**src/rtl/bitwise_logic_unit_seq_pkg.sv**
```systemverilog
// Shared encodings for the multi-cycle bitwise logic unit:
// operation codes and FSM states.
package bitwise_logic_unit_seq_pkg;

    localparam logic [1:0] LOGIC_AND = 2'b00;
    localparam logic [1:0] LOGIC_OR  = 2'b01;
    localparam logic [1:0] LOGIC_XOR = 2'b10;
    localparam logic [1:0] LOGIC_NOR = 2'b11;

    typedef enum logic [1:0] {
        IDLE = 2'b00,
        RUN  = 2'b01,
        DONE = 2'b10
    } state_t;

endpackage

```
**src/rtl/bitwise_logic_unit_seq_slice.sv**
```systemverilog
// Combinational CHUNK-bit logic slice shared by every chunk of a run.
module logic_slice
    import bitwise_logic_unit_seq_pkg::*;
#(
    parameter int CHUNK = 8
) (
    input  logic [CHUNK-1:0] a,
    input  logic [CHUNK-1:0] b,
    input  logic [1:0]       op,
    output logic [CHUNK-1:0] y
);

    always_comb begin
        y = '0;
        unique case (1'b1)
            (op == LOGIC_AND): y = a & b;
            (op == LOGIC_OR):  y = a | b;
            (op == LOGIC_XOR): y = a ^ b;
            (op == LOGIC_NOR): y = ~(a | b);
        endcase
    end

endmodule

```
**src/rtl/bitwise_logic_unit_seq.sv**
```systemverilog
// Multi-cycle AND/OR/XOR/NOR unit, CHUNK bits per clock,
// start/ready handshake shared with the multdiv unit.
module bitwise_logic_unit_seq
    import bitwise_logic_unit_seq_pkg::*;
#(
    parameter int SIZE  = 32,
    parameter int CHUNK = 8
) (
    input  logic            clock,
    input  logic            reset,
    input  logic            ctrl_start,
    input  logic [1:0]      ctrl_op,
    input  logic [SIZE-1:0] data_operandA,
    input  logic [SIZE-1:0] data_operandB,
    output logic [SIZE-1:0] data_result,
    output logic            data_resultRDY,
    output logic            result_zero,
    output logic            busy
);

    localparam int NCHUNK = SIZE / CHUNK;
    localparam int CW     = (NCHUNK > 1) ? $clog2(NCHUNK) : 1;

    if (SIZE % CHUNK != 0) begin : g_bad_param
        $error("bitwise_logic_unit_seq: SIZE must be a multiple of CHUNK");
    end

    state_t          state_q;
    state_t          state_d;
    logic            accept;
    logic            last;
    logic [CW-1:0]   cnt;
    logic [SIZE-1:0] opa;
    logic [SIZE-1:0] opb;
    logic [1:0]      op;
    logic [SIZE-1:0] work;
    logic [SIZE-1:0] work_full;
    logic [31:0]     base;
    logic [CHUNK-1:0] a_c;
    logic [CHUNK-1:0] b_c;
    logic [CHUNK-1:0] y_c;

    if (NCHUNK == 1) begin : g_one
        assign cnt  = '0;
        assign last = 1'b1;
    end else begin : g_cnt
        logic [CW-1:0] cnt_q;
        always_ff @(posedge clock or posedge reset) begin
            if (reset) begin
                cnt_q <= '0;
            end else if (accept) begin
                cnt_q <= '0;
            end else if (state_q == RUN) begin
                cnt_q <= cnt_q + 1'b1;
            end
        end
        assign cnt  = cnt_q;
        assign last = (cnt_q == CW'(NCHUNK - 1));
    end

    // Chunk selection by shifting keeps the index width-clean.
    assign base = 32'(cnt) * 32'(CHUNK);
    assign a_c  = CHUNK'(opa >> base);
    assign b_c  = CHUNK'(opb >> base);

    logic_slice #(
        .CHUNK(CHUNK)
    ) u_slice (
        .a  (a_c),
        .b  (b_c),
        .op (op),
        .y  (y_c)
    );

    always_comb begin
        work_full = work & ~(SIZE'({CHUNK{1'b1}}) << base);
        work_full = work_full | (SIZE'(y_c) << base);
    end

    always_ff @(posedge clock or posedge reset) begin
        if (reset) begin
            state_q <= IDLE;
        end else begin
            state_q <= state_d;
        end
    end

    always_comb begin
        state_d = state_q;
        accept  = 1'b0;
        unique case (state_q)
            IDLE: begin
                if (ctrl_start) begin
                    accept  = 1'b1;
                    state_d = RUN;
                end
            end
            RUN: begin
                if (last) begin
                    state_d = DONE;
                end
            end
            DONE: begin
                if (ctrl_start) begin
                    accept  = 1'b1;
                    state_d = RUN;
                end else begin
                    state_d = IDLE;
                end
            end
            default: state_d = IDLE;
        endcase
    end

    always_ff @(posedge clock or posedge reset) begin
        if (reset) begin
            opa         <= '0;
            opb         <= '0;
            op          <= LOGIC_AND;
            work        <= '0;
            data_result <= '0;
            result_zero <= 1'b1;
        end else begin
            if (accept) begin
                opa <= data_operandA;
                opb <= data_operandB;
                op  <= ctrl_op;
            end
            if (state_q == RUN) begin
                work <= work_full;
                if (last) begin
                    data_result <= work_full;
                    result_zero <= (work_full == '0);
                end
            end
        end
    end

    assign busy           = (state_q == RUN);
    assign data_resultRDY = (state_q == DONE);

endmodule

```
**config.mk**
```make
export PLATFORM = sky130hd
export DESIGN_NAME = bitwise_logic_unit_seq
export DESIGN_NICKNAME = d
export VERILOG_FILES = /design/src/rtl/bitwise_logic_unit_seq_pkg.sv /design/src/rtl/bitwise_logic_unit_seq_slice.sv /design/src/rtl/bitwise_logic_unit_seq.sv
export SDC_FILE = /design/constraint.sdc
export NUM_CORES = 1
export LEC_CHECK = 0
export CAP_MARGIN = 20
export CORE_MARGIN = 2
export CORE_UTILIZATION = 53
export DETAILED_ROUTE_END_ITERATION = 8
export GPL_ROUTABILITY_DRIVEN = 0
export GPL_TIMING_DRIVEN = 0
export PLACE_DENSITY = 0.8
export SKIP_LAST_GASP = 1
export SYNTH_ARGS = -nofsm -noshare
export SYNTH_HDL_FRONTEND = slang
export SYNTH_HIERARCHICAL = 1
export SYNTH_SLANG_ARGS = --single-unit
```
**constraint.sdc**
```tcl
create_clock -name clock -period 6.8 [get_ports clock]
set_input_delay 2.04 -clock clock [delete_from_list [all_inputs] [get_ports clock]]
set_output_delay 2.04 -clock clock [all_outputs]
set_load 0.01 [all_outputs]
```
==> flow_summary.toml <==
[sta]
min_period_over_period_pct = 53.8
whs_ps = 477
setup_viol = 0
setup_tns_ps = 0
hold_violations = 0
clock_skew_ps = 11.1
tightest_slew_ps = 927
rsz0062_at_grt = "no"
max_slew_margin_pct = 37.7
fmax_ghz = 0.273
finalCriticalPeriod_ps = 3660
slew_violations = 0

[critical_path]
cp_cell_sequence = "buf_2 > buf_1 > mux4_2 > inv_1 > ha_1 > nor2b_4 > nor3_1 > a21oi_1 > buf_1 > a2111oi_0 > nand4_1 > o31ai_2"
worstPathArrival_ps = 3990
worst-setup-path-type = "reg2reg"
slowest_stage = "buf_1"
startpoint = "cnt[1]$_DFFE_PP0P_"
worstPathRequired_ps = 7130
critPathTopFamily = "buffers and inverters"
cpPeakStageDelay_ps = 560
crit_path_max_fanout = 10
critPathBufInv = 4
reg2reg_to = "result_zero$_DFFE_PP1P_"
reg2reg_depth = 12
rrSetupSlack_ps = 3140
crit_end = "result_zero$_DFFE_PP1P_"
crit_path_frequent_cell = "buf_1"
cp-start-kind = "flop"
rr_startpoint = "cnt[1]$_DFFE_PP0P_"
cp.depth = 12
cp-end-kind = "flop"

[logic_synthesis]
synth_ff_type = "dfrtp_1"
async_flop_share_pct = 100
yosysTopAreaCellShare_pct = 51.9
ys_warn_count = 6
synth_edf_count = 0
syn_area_um2 = 6070
synthTopCellsByCount = "dfrtp_1 (126), mux2_2 (66), nand2_1 (47)"
syn_nets = 594
ys_seq_area_share_pct = 52.4
avgSynthCellArea_um2 = 12.0
synthMostInstantiatedCell = "dfrtp_1"
synthTopCellsByArea = "dfrtp_1 (52%), mux2_2 (12%), mux4_2 (5.9%), ha_1 (4.1%), a22o_1 (3.3%)"
synth-seq-cells = 127
synth_top_area_cell = "dfrtp_1"
synthCells = 505
synth_cell_types = 38

[worst_hold_path]
hp-class = "reg2reg"
min_from = "data_result[12]$_DFFE_PP0P_"

[finish]
layout.nets = 717
final_cells = 784
finalCoreUtilization_pct = 70.0
drive_gt1_share_pct = 22.5
n_antenna_cell = 0
area_delta_synth_final_pct = 30.5

[clock_network]
hold_buffers = 0
cts_num_sinks = 127
insertion_delay_ps = 410
ctsLongestPathBuffers = 2
postCtsSetupBuffers = 0
cts_tree = "done"
cts_resized = 0
cts-buffers-inserted = 17
cts_root_buffer = "clkbuf_16"
clkTransAtPathRegs_ps = 60
cts_htree_levels = 4

[global_route]
antenna_found_initial = 0
grtUsageTotal_pct = 23.8
grt_first_pass_wirelength_um = 23100
grt_pass1_vias = 4645
grt_max_degree = 89
grt_overflow = 0

[detailed_routing]
drt-met1-wl_um = 5980
wl_met3_um = 736
vias = 4459
finalWirelength_um = 14100
wl_met2_um = 7200
drc = 0
post_drt_via_cell_ratio = 5.69
drt_pre_antenna_iters = 5
drtIter0Drc = 203
maxUsedRoutingLayer = "met4"
ant_nets = 0
wl_per_cell_um = 18.0

[placed_design]
dp.final_hpwl_um = 9810
port-buffer-count = 103
dp.cells = 752

[floorplan]
dieWidth_um = 111
core_um2 = 11300
dieArea_um2 = 12300
rows = 39
die_h_um = 111
initial_core_util_pct = 53.6
ios = 104

[flow_run]
maxCapViolCount = 0

[outcome]
outcome = "completed"

[power]
ir_worst_vdd_mv = 0.240
power_density_nw_per_um2 = 546
p_leak_nw = 3.45
## placed cells by master, fill, tap and decap left out, types with 16 or more instances in the layout
cell type,netlist,final
dfrtp_1,126,126
clkdlybuf4s50_1,0,103
mux2_2,66,66
nand2_1,47,47
o21ai_0,35,35
a21oi_1,25,25
nor2b_1,24,24
a22o_1,23,23
ha_1,20,20
inv_1,20,19
clkbuf_16,0,17
clkbuf_1,14,16
mux4_2,16,16
## kinds of logic (layout without fill, tap and decap cells)
logic type               count (synthesis)  count (layout)  synth area share (%)
AO/OA/AOI/OAI                          106             106                  11.3
flip-flops                             127             127                  52.4
buffers and inverters                   57             193                  4.14
adder cells (fa/ha/maj)                 20              20                  4.12
AND/OR/NAND/NOR                        113             113                  9.93
multiplexers                            82              82                  18.2
## per-stage QoR
| step | area (um2) | worst slack, ps | power (mW) |
|---|---|---|---|
| 6_report | 7920 | 3140 | 4.33 |
| 5_1_grt | 7920 | 2940 | 4.60 |
| 4_1_cts | 7920 | 3150 | 4.33 |
| 3_5_place_dp | 7310 | 2850 | 3.38 |
| 3_3_place_gp | 7280 | -126 | 3.27 |
| 2_1_floorplan | 6070 | 1380 | 2.71 |
## where the power goes
part	total, mW	switching [mW]	internal (mW)
Clock	0.927	0.323	0.604
Combinational	2.08	1.09	0.989
Sequential	1.33	0.212	1.11
## per-layer routing
layer | up-vias | global-route usage [%]
met4 | 0 | 7.98
met1 | 2252 | 29.9
met2 | 153 | 41.3
li1 | 2032 | -
met5 | - | 0
met3 | 22 | 5.08
## cell type report
cell class | instances | area, um2
Clock inverter | 10 | 135
Tap cell | 143 | 179
Timing Repair Buffer | 104 | 1060
Buffer | 35 | 166
Fill cell | 862 | 3400
Clock buffer | 22 | 474
Inverter | 22 | 90.1
Sequential cell | 127 | 3180
Multi-Input combinational cell | 321 | 2640
## worst min-delay path, stage by stage (launching register included)
cell     delay [ps]
dfrtp_1         340
nand2_1          50
o21ai_0          60
## worst min-delay path by stage
stage                                  endpoint  slack, ps  cells after the start
CTS                 data_result[12]$_DFFE_PP0P_        480                      2
global route        data_result[19]$_DFFE_PP0P_        490                      2
finish              data_result[12]$_DFFE_PP0P_        480                      2
detailed placement  data_result[12]$_DFFE_PP0P_        470                      2
global placement    data_result[27]$_DFFE_PP0P_        460                      2
floorplan                   work[0]$_DFFE_PP0P_        450                      2
## state kept, by name, summed over array words and instances, names as in the netlist
signal / count
cnt: 2
data_result: 32
op: 2
opa: 32
opb: 32
result_zero: 1
state_q: 2
work: 24
Power figures use the tool's default switching activity.
